[src/rtl/branch_resolver_pkg.sv]
// Shared definitions for the stage-4 branch resolver: word type, branch
// condition indices into the ALU compare flags, and resolver state encodings.
package branch_resolver_pkg;

    typedef logic [31:0] word;

    // Indices into the registered ALU compare flags.
    localparam logic [1:0] eq = 2'd0;
    localparam logic [1:0] ne = 2'd1;
    localparam logic [1:0] lt = 2'd2;
    localparam logic [1:0] ge = 2'd3;

    // Resolver states.
    typedef logic [1:0] state_t;
    localparam state_t IDLE     = 2'd0;
    localparam state_t REDIRECT = 2'd1;
    localparam state_t FLUSH    = 2'd2;

    // JALR targets always have bit 0 forced low.
    function automatic word jalr_align(input word addr);
        return addr & ~32'h1;
    endfunction

endpackage

[src/rtl/branch_resolver_target_calc.sv]
// Combinational branch outcome: taken decision, target, corrected next PC,
// mispredict flag against the front-end prediction, and fall-through PC.
module branch_target_calc
    import branch_resolver_pkg::*;
(
    input  logic       is_branch,
    input  logic       is_jal,
    input  logic       is_jalr,
    input  logic [1:0] cond,
    input  logic [3:0] compare,
    input  word        eval,
    input  word        pc,
    input  word        imm,
    input  logic       pred_taken,
    input  word        pred_target,
    output word        actual_next,
    output logic       mispredict,
    output word        fall_through
);

    logic taken;
    word  target;

    // Outcome, target selection and prediction check.
    always_comb begin
        taken        = is_jal | is_jalr | (is_branch & compare[cond]);
        target       = is_jalr ? jalr_align(eval) : (pc + imm);
        fall_through = pc + 32'd4;
        actual_next  = taken ? target : fall_through;
        mispredict   = (pred_taken != taken) | (taken & (pred_target != target));
    end

endmodule

[src/rtl/branch_resolver.sv]
// Stage-4 branch resolver: decides control-transfer outcome, offers a
// redirect to fetch on mispredict, then flushes FLUSH_DEPTH younger stages.
// Optional statistics counters are built when BRANCH_STATS_EN is defined.
module branch_resolver
    import branch_resolver_pkg::*;
#(
    parameter int unsigned FLUSH_DEPTH = 3
) (
    input  logic        clock,
    input  logic        reset_n,
    input  logic        valid_in,
    input  logic        is_branch,
    input  logic        is_jal,
    input  logic        is_jalr,
    input  logic [1:0]  cond,
    input  logic [3:0]  compare,
    input  logic [31:0] eval,
    input  logic [31:0] pc,
    input  logic [31:0] imm,
    input  logic        pred_taken,
    input  logic [31:0] pred_target,
    input  logic        redirect_ready,
    output logic        redirect_valid,
    output logic [31:0] redirect_pc,
    output logic        flush,
    output logic        busy,
    output logic [31:0] link
`ifdef BRANCH_STATS_EN
    ,
    output logic [31:0] mispredict_count,
    output logic [31:0] resolved_count
`endif
);

    state_t     state;
    logic [2:0] flush_cnt;
    word        actual_next;
    word        fall_through;
    logic       mispredict;
    logic       accept;

    branch_target_calc u_calc (
        .is_branch    (is_branch),
        .is_jal       (is_jal),
        .is_jalr      (is_jalr),
        .cond         (cond),
        .compare      (compare),
        .eval         (eval),
        .pc           (pc),
        .imm          (imm),
        .pred_taken   (pred_taken),
        .pred_target  (pred_target),
        .actual_next  (actual_next),
        .mispredict   (mispredict),
        .fall_through (fall_through)
    );

    // Only real control transfers seen while idle are resolved; anything
    // arriving during redirect/flush is wrong-path.
    always_comb begin
        accept = valid_in & (state == IDLE) & (is_branch | is_jal | is_jalr);
    end

    // Resolver FSM: redirect handshake followed by a counted flush.
    always_ff @(posedge clock or negedge reset_n) begin
        if (!reset_n) begin
            state       <= IDLE;
            redirect_pc <= '0;
            flush_cnt   <= '0;
        end else begin
            case (state)
                IDLE: begin
                    if (accept && mispredict) begin
                        state       <= REDIRECT;
                        redirect_pc <= actual_next;
                    end
                end
                REDIRECT: begin
                    if (redirect_ready) begin
                        state     <= FLUSH;
                        flush_cnt <= 3'(FLUSH_DEPTH - 1);
                    end
                end
                FLUSH: begin
                    if (flush_cnt == 3'd0) begin
                        state <= IDLE;
                    end else begin
                        flush_cnt <= flush_cnt - 3'd1;
                    end
                end
                default: state <= IDLE;
            endcase
        end
    end

    // Link value for JAL/JALR write-back, captured for every resolved transfer.
    always_ff @(posedge clock or negedge reset_n) begin
        if (!reset_n) begin
            link <= '0;
        end else if (accept) begin
            link <= fall_through;
        end
    end

`ifdef BRANCH_STATS_EN
    // Resolution and mispredict statistics, wrapping at 2^32.
    always_ff @(posedge clock or negedge reset_n) begin
        if (!reset_n) begin
            resolved_count   <= '0;
            mispredict_count <= '0;
        end else if (accept) begin
            resolved_count <= resolved_count + 32'd1;
            if (mispredict) begin
                mispredict_count <= mispredict_count + 32'd1;
            end
        end
    end
`endif

    // Status outputs decoded from the registered state.
    always_comb begin
        redirect_valid = (state == REDIRECT);
        flush          = (state == FLUSH);
        busy           = (state != IDLE);
    end

endmodule

[config.mk]
export PLATFORM = sky130hd
export DESIGN_NAME = branch_resolver
export DESIGN_NICKNAME = d
export VERILOG_FILES = /design/src/rtl/branch_resolver_pkg.sv /design/src/rtl/branch_resolver_target_calc.sv /design/src/rtl/branch_resolver.sv
export SDC_FILE = /design/constraint.sdc
export NUM_CORES = 1
export LEC_CHECK = 0
export ABC_AREA = 1
export CORE_ASPECT_RATIO = 1.5
export CORE_MARGIN = 3
export CORE_UTILIZATION = 39
export CTS_CLUSTER_DIAMETER = 80
export DETAILED_ROUTE_END_ITERATION = 8
export PLACE_DENSITY_LB_ADDON = 0.05
export SYNTH_ARGS = -nofsm -noshare
export SYNTH_HDL_FRONTEND = slang
export SYNTH_SLANG_ARGS = --single-unit
export TNS_END_PERCENT = 10
[constraint.sdc]
create_clock -name clock -period 4 [get_ports clock]
set_clock_uncertainty 0.15 [all_clocks]
set_input_delay 0.6 -clock clock [delete_from_list [all_inputs] [get_ports clock]]
set_output_delay 0.6 -clock clock [all_outputs]
set_load 0.03 [all_outputs]
Word-level counts from Yosys, hierarchy flattened
Cells that the tools add are included.

Add/subtract/negate cells: 3. Order comparisons: 1. Equal/unequal tests: 8. Mux-type cells: 11. Bitwise gates (word level): 9. Reduce and logical (&&, ||, !) cells: 8.

Operator list (number): two-way mux 32 bit (2); adder 32 x 3 -> 32 bit, second input constant (1); adder 32 bit (1); != test 32 bit (1); two-way mux 2 bit (3); two-way mux 3 bit (2); case mux 2 bit (3 select lines) (1); case mux 3 bit (2 select lines) (1); AND reduction 3 bit (2); OR 1 bit (5); AND 1 bit (4); != test 2 x 1 -> 1 bit, second input constant (2); != test 2 bit, second input constant (2); nonzero test 2 bit (2); zero test 3 bit (1); less-than comparator 2 x 3 -> 1 bit, second input constant (1); subtractor 3 x 1 -> 3 bit, second input constant (1); binary-select mux 1 bit (select 2 bit) (1); == test 2 x 1 -> 1 bit, second input constant (1); == test 2 bit, second input constant (1); zero test 2 bit (1); AND reduction 2 bit (1); logical AND 1 bit (1); two-way mux 1 bit (1); != test 1 bit (1).

Bits in registers: 69. Bits of input ports: 142. Output and inout bits: 67. Word-level logic and storage cells: 44.

Logic depth before layout (Yosys ltp)
Gate-level depths: netlist of run 1.

Depth in word-level cells: 9. Gate-level depth with buffers: 24. Gate-level depth less buffers: 23.

Hierarchy
Synthesis of run 1 repeated with hierarchy kept, for this count alone.

Cells, all modules: 1296. Area, all modules: 7741.2 µm².

By module, submodules not included: branch_target_calc (instances 1, cells an instance 979, area an instance 4682.0 µm², seq. area each 0.0 µm²); branch_resolver (instances 1, cells an instance 317, area an instance 3059.2 µm², seq. area each 1726.7 µm²).

Worst setup path after synthesis of run 1
Ideal clock, no wire load.

Path kind: input port to flip-flop. Start point: in pc[0]. End point: reg redirect_pc[0]. Setup time: 0.118 ns. Arrival time: 2.731 ns. Required time: 3.732 ns. Setup slack: 1.001 ns. Stages: 21. Buffers on the path: 1. Cell sequence: ha_1 fa_1 nand2_1 nand2_1 nand3_1 nand2_1 nand2_1 nand2_1 nand2_1 nand2_1 nand2_1 nand3_1 nand3_1 nand2_1 nor2_1 nand2_1 nor2_1 nand3_2 buf_2 nand3_1 nand2_1.

Longest elaborated chain between the ends: 7. Elaborated cells between the ends (all ways): 9. Those cells by class: add/sub: 2; eq/ne: 1; mux: 2; bitwise: 2; reduce/logical: 2.

Ends and longest elaborated chain: start: declaration (line branch_resolver.sv:18) `input logic [31:0] pc,`; adder 32 bit (line branch_resolver_target_calc.sv:27) `target = is_jalr ? jalr_align(eval) : (pc + imm);`; two-way mux 32 bit (line branch_resolver_target_calc.sv:27); != test 32 bit (line branch_resolver_target_calc.sv:30) `mispredict = (pred_taken != taken) | (taken & (pred_target != target));`; AND 1 bit (line branch_resolver_target_calc.sv:30); OR 1 bit (line branch_resolver_target_calc.sv:30); logical AND 1 bit (line branch_resolver.sv:73) `if (accept && mispredict) begin`; AND reduction 2 bit (no line); end signal: assignment (line branch_resolver.sv:75) `redirect_pc <= actual_next;`; end: declaration (line branch_resolver.sv:24) `output logic [31:0] redirect_pc,`.

Several ways; a longest one is shown, not always the timed one. A chain may end at the register's enable or synchronous reset.

Worst setup path in the final report of run 1
Start point: in pc[0]. End point: reg redirect_pc[10].

The elaborated chain is that of the path after synthesis.

==> results of run 1 <==
per-layer routing:
layer | share of wire [%] | vias up
met1 | 42 | 3702
met3 | 4.5 | 48
li1 | - | 4363
met2 | 50 | 241
met5 | 0 | -
met4 | 3.7 | 0
through the flow:
stage               cell area (µm²)  setup WS [ps]  util [%]  hold WS [ps]  power, mW
finish                        10300            289      58.3           315       4.78
global route                  10300           68.9      58.3           344       5.11
CTS                           10300            240      58.3           322       4.81
detailed placement             9970          -79.6      56.5           308       3.96
global placement               9970          -36.6      56.5           303       3.93
floorplan                      7120           1000         -           154       2.73
power by group through the flow:
stage	logic, mW	registers (mW)	clock network [mW]
4_1_cts	2.72	1.24	0.849
3_5_place_dp	2.72	1.24	0
5_1_grt	2.96	1.27	0.882
6_report	2.71	1.23	0.835
2_1_floorplan	0.918	1.81	0
3_3_place_gp	2.69	1.24	0
cell type report:
type / instances / area [µm²]
clock buffer: 9 / 225
clock inverter: 7 / 90.1
fill: 1771 / 7350
inverter: 182 / 683
multi-input combinational: 947 / 4570
sequential: 69 / 1730
tap: 213 / 267
timing repair buffer: 290 / 2730
registers in the layout, summed over array words and instances, names as in the netlist:
name,flops
flush_cnt,3
state,2
link,32
redirect_pc,32
cells by family after synthesis:
family	Yosys count
AO/OA/AOI/OAI	82
XOR/XNOR	33
adder cells (fa/ha/maj)	35
buffers and inverters	211
flip-flops	69
AND/OR/NAND/NOR	797
cell usage after synthesis (4+ instances only):
| cell | count | share of area (%) |
|---|---|---|
| a21oi_1 | 24 | 1.7 |
| buf_2 | 8 | 0.56 |
| clkbuf_1 | 17 | 0.90 |
| dfrtp_1 | 69 | 24 |
| ha_1 | 34 | 6.0 |
| inv_1 | 179 | 9.4 |
| nand2_1 | 504 | 27 |
| nand2_2 | 5 | 0.44 |
| nand3_1 | 148 | 10 |
| nand3b_1 | 12 | 1.3 |
| nand4_1 | 9 | 0.79 |
| nor2_1 | 67 | 3.5 |
| nor2_2 | 5 | 0.44 |
| nor3_1 | 9 | 0.63 |
| nor3_2 | 4 | 0.56 |
| o21ai_0 | 51 | 3.6 |
| or2_2 | 23 | 2.0 |
| xnor2_1 | 11 | 1.4 |
| xor2_1 | 22 | 2.7 |
worst max-delay path by stage:
stage                                   to  slack (ps)  depth (start not counted)
3_5_place_dp   redirect_pc[12]$_DFFE_PN0P_         -80                         23
2_1_floorplan   redirect_pc[0]$_DFFE_PN0P_        1000                         21
6_report       redirect_pc[10]$_DFFE_PN0P_         290                         22
4_1_cts        redirect_pc[10]$_DFFE_PN0P_         240                         22
5_1_grt         redirect_pc[8]$_DFFE_PN0P_          70                         22
3_3_place_gp    redirect_pc[6]$_DFFE_PN0P_         -40                         22
==> metrics.cfg, run 1 <==
[outcome]
status=complete, no violations

[timing]
fin_crit_sh_pct=92.8
clock.fmax_ghz=0.269
setup_viol=0
hold_violations=0
min_period_ps=3710
finalSetupTns_ps=0
slew_headroom_pct=29.2
slew_violations=0
worstMarginPinSlew_ps=1060
rsz0062_at_grt=false

[floorplan]
fp.dieW_um=116
die_y_um=171
fp.coreArea_um2=17600
rows=59
start_util_pct=40.3
io_pins=209
dieArea_um2=19900

[clock_network]
cts.reportedPaths.clkPinSlew_ps=50
root_buffer=clkbuf_16
ctsResizeCount=0
htree_num_levels=3
hold_buffers=0
cts_buffer_depth=2
insertion_delay_ps=320
cts.sinks=69
post-cts-setup-buffers=0
cts_made_buffers=9
tritoncts=yes

[worst_setup_path]
worstSetupStartpointType=primary input
startpoint=pc[0]
path_class=in2reg
worst_ep_arrival_time_ps=3780
critPathBufInv=2
rrSetupSlack_ps=2020
crit_fanout=32
reg2reg_from=state[1]$_DFFE_PN0P_
slowest_stage=clkdlybuf4s50_1
r2r_cells=6
regToRegEndpoint=link[10]$_DFFE_PN0P_
crit_required_ps=4060
cpPeakStageDelay_ps=430
end_kind=flop
path_cells=clkdlybuf4s50_1, ha_2, fa_1, nand2_1, nand2_1, nand3_1, nand2_1, nand2_1, nand2_1, nand2_1, nand2_1, nand2_1, nand3_1, nand3b_1, nand2_1, nor2_1, nand2_1, nor2_1, nand3_2, buf_12, nand3_1, nand2_1
crit_top_cell=nand2_1
critPathTopFamily=simple AND/OR/NAND/NOR gates

[pwr]
vdd_drop_max_v=0.000238
p_int_mw=2.69
p_per_area_nw_per_um2=464
switching_power_mw=2.09
p_leak_nw=5.57
combPwrFrac_pct=56.7
p_seq_share_pct=25.8
p_clk_share_pct=17.5
sw_frac_of_total_pct=43.8

[grt]
grt_max_degree=47
grt_busiest_layer=met2
grt_antenna_before_repair=0
grt_use_met2_pct=45.1
grt_pass1_wl_um=39800
grt_use_met1_pct=32.5
grt_overflow_total=0
use_met3_pct=1.69
track_usage_pct=25.7
grt_pass1_vias=7888

[cells_and_area]
final_common_cell=nand2_1
syn_to_final_growth_pct=44.6
diodes=0
final-instance-count-excl-fill=1717
drive_above_1_share_pct=9.64
fin_nets=1676
mostFrequentLayoutCells=nand2_1 (504), clkdlybuf4s50_1 (206), inv_1 (179)

[synth]
synth_area_per_cell_um2=5.80
synth-async-reset-ratio_pct=100
synthCells=1227
synthSimpleGateAreaFrac_pct=47.8
synthMuxAreaShare_pct=0
synth_ff_type=dfrtp_1
yosysSeqAreaShare_pct=24.3
synth_top_family_by_area=simple AND/OR/NAND/NOR gates
synthXorXnorAreaFrac_pct=4.06
synth_warnings=0
synthDistinctLibCells=35
synth_nets=1404
synthAdderAreaFrac_pct=6.26
synth_edf_count=0
synth_compound_area_share_pct=5.98
synth_area_um2=7120
synth_seq_cells=69

[routing]
drtIter0Drc=389
num_vias=8354
drt_pre_antenna_iters=5
drc_errors=0
vias_per_cell=4.87
wl_per_cell_um=15.0
ant_nets=0
drt_wl_total_um=25700

[min_path]
min_path_type=in2async

[place]
dp_hpwl_um=22100
io_buffer_count=207
place.gp.congestion=0.920
placedCellCount=1701

[flow_run]
drv_cap=0

Power figures use the tool's default switching activity.
==> run 2, diff against run 1 <==
--- a/config.mk
+++ b/config.mk
@@ -6,6 +6,7 @@
 export NUM_CORES = 1
 export LEC_CHECK = 0
 export ABC_AREA = 1
+export CAP_MARGIN = 20
 export CORE_ASPECT_RATIO = 1.5
 export CORE_MARGIN = 3
 export CORE_UTILIZATION = 39
==> metrics.cfg, run 2 (synthesis results as in run 1) <==
[grt]
grt_pass1_vias=7888  ; unchanged
grt_antenna_before_repair=0  ; unchanged
grt_overflow_total=0  ; unchanged
grt_pass1_wl_um=39800  ; unchanged
track_usage_pct=25.7  ; unchanged
grt_max_degree=47  ; unchanged

[pwr]
p_clk_share_pct=17.5  ; about the same
finalPower_mw=4.78  ; about the same
p_per_area_nw_per_um2=463  ; -0.27%
vdd_drop_max_v=0.000238  ; about the same
sw_frac_of_total_pct=43.7  ; -0.047 points
p_int_mw=2.69  ; +0.10%
switching_power_mw=2.09  ; about the same
p_leak_nw=5.58  ; +0.24%
combPwrFrac_pct=56.7  ; about the same
p_seq_share_pct=25.8  ; about the same

[routing]
vias_per_cell=4.88  ; +0.37%
drt_pre_antenna_iters=5  ; unchanged
drtIter0Drc=389  ; unchanged
num_vias=8395  ; +0.49%
drt_wl_total_um=25800  ; about the same
drc_errors=0  ; unchanged
ant_nets=0  ; unchanged
wl_per_cell_um=15.0  ; about the same

[floorplan]
fp.coreArea_um2=17600  ; unchanged
dieArea_um2=19900  ; unchanged
rows=59  ; unchanged
io_pins=209  ; unchanged
die_y_um=171  ; unchanged
fp.dieW_um=116  ; unchanged
start_util_pct=40.3  ; unchanged

[worst_setup_path]
r2r_cells=6  ; unchanged
path_class=in2reg
worst_ep_arrival_time_ps=3790  ; about the same
crit_required_ps=4060  ; about the same
reg2reg_from=state[1]$_DFFE_PN0P_
end_kind=flop
critPathCapture=redirect_pc[12]$_DFFE_PN0P_
worstSetupStartpointType=primary input
crit_fanout=32  ; unchanged
regToRegEndpoint=link[21]$_DFFE_PN0P_
startpoint=pc[0]
rrSetupSlack_ps=2030  ; about the same

[cells_and_area]
syn_to_final_growth_pct=45.0
diodes=0  ; unchanged
fin_nets=1678  ; +0.12%
mostFrequentLayoutCells=nand2_1 (504), clkdlybuf4s50_1 (206), inv_1 (179)
final_common_cell=nand2_1
largestRegisters=link (32), redirect_pc (32), flush_cnt (3)
drive_above_1_share_pct=9.69  ; +0.054 points

[timing]
fin_crit_sh_pct=93.1  ; +0.29 points
min_period_ps=3720  ; +11.5 ps
setup_viol=0  ; unchanged
worstMarginPinSlew_ps=695  ; -367 ps
slew_headroom_pct=53.6  ; +24 points
hold_violations=0  ; unchanged
clock.fmax_ghz=0.269  ; -0.31%
rsz0062_at_grt=false
finalSetupTns_ps=0  ; unchanged
slew_violations=0  ; unchanged

[clock_network]
htree_num_levels=3  ; unchanged
cts_made_buffers=9  ; unchanged
cts.reportedPaths.clkPinSlew_ps=60  ; about the same
tritoncts=yes
cts.sinks=69  ; unchanged
cts_buffer_depth=2  ; unchanged
insertion_delay_ps=330  ; about the same
post-cts-setup-buffers=0  ; unchanged
root_buffer=clkbuf_16

[place]
dp_hpwl_um=22100  ; unchanged
io_buffer_count=207  ; unchanged
place.gp.congestion=0.920  ; unchanged

[min_path]
min_path_type=reg2reg

[outcome]
status=complete, no violations

[flow_run]
drv_cap=0  ; unchanged

## run 2: changes by cell type in the layout (fill, tap and decap cells not counted), sizes merged
cell / change
buf: +1
dlygate4sd3: +1
## run 2: timing repair
action                                 CTS  global route
resized for setup                        0             1
setup endpoints to repair                0            21
endpoints found under the hold margin    0             4
hold buffers                             0             1
## run 2: how the worst min path moves through the flow
stage / startpoint / to / slack (ps) / cells after the start
3_5_place_dp: redirect_pc[15]$_DFFE_PN0P_ / redirect_pc[15]$_DFFE_PN0P_ / 310 / 2
4_1_cts: redirect_pc[15]$_DFFE_PN0P_ / redirect_pc[15]$_DFFE_PN0P_ / 320 / 2
3_3_place_gp: redirect_pc[17]$_DFFE_PN0P_ / redirect_pc[17]$_DFFE_PN0P_ / 300 / 2
6_report: redirect_pc[15]$_DFFE_PN0P_ / redirect_pc[15]$_DFFE_PN0P_ / 320 / 2
2_1_floorplan: reset_n / flush_cnt[0]$_DFFE_PN0P_ / 150 / 0
5_1_grt: redirect_pc[31]$_DFFE_PN0P_ / redirect_pc[31]$_DFFE_PN0P_ / 340 / 2
## run 2: power groups by stage
stage	registers (mW)	clock network [mW]	logic (mW)
2_1_floorplan	1.81	0	0.918
3_3_place_gp	1.24	0	2.69
3_5_place_dp	1.24	0	2.72
4_1_cts	1.24	0.849	2.72
5_1_grt	1.27	0.882	2.96
6_report	1.23	0.834	2.71
## run 2: metal layers
metal / track usage (%) / share of wire (%) / up-vias
li1: - / - / 4366
met1: 32.5 / 42 / 3754
met2: 45.1 / 50 / 229
met3: 1.69 / 4.5 / 46
met4: 10.2 / 3.7 / 0
met5: 0 / 0 / -
## run 2: per-stage QoR
step	utilization, %	instance area [µm²]	hold WS (ps)	instances	worst slack (ps)
detailed placement	56.5	9970	308	1701	-79.6
floorplan	-	7120	154	1227	1000
finish	58.5	10300	319	1719	277
global placement	56.5	9970	303	1701	-36.6
CTS	58.3	10300	322	1717	240
global route	58.5	10300	344	1719	59.7
## run 2: area by class of cell
class,count,area [µm²]
clock buffer,9,225
clock inverter,7,90.1
fill,1766,7320
inverter,182,683
multi-input combinational,947,4570
sequential,69,1730
tap,213,267
timing repair buffer,292,2760
## run 2: critical path, cell delays in order
cell	delay, ps
clkdlybuf4s50_1	430
ha_2	240
fa_1	430
nand2_1	80
nand2_1	80
nand3_1	110
nand2_1	80
nand2_1	130
nand2_1	150
nand2_1	150
nand2_1	80
nand2_1	60
nand3_1	140
nand3b_1	140
nand2_1	50
nor2_1	110
nand2_1	80
nor2_1	130
nand3_2	140
buf_12	210
nand3_1	90
nand2_1	60
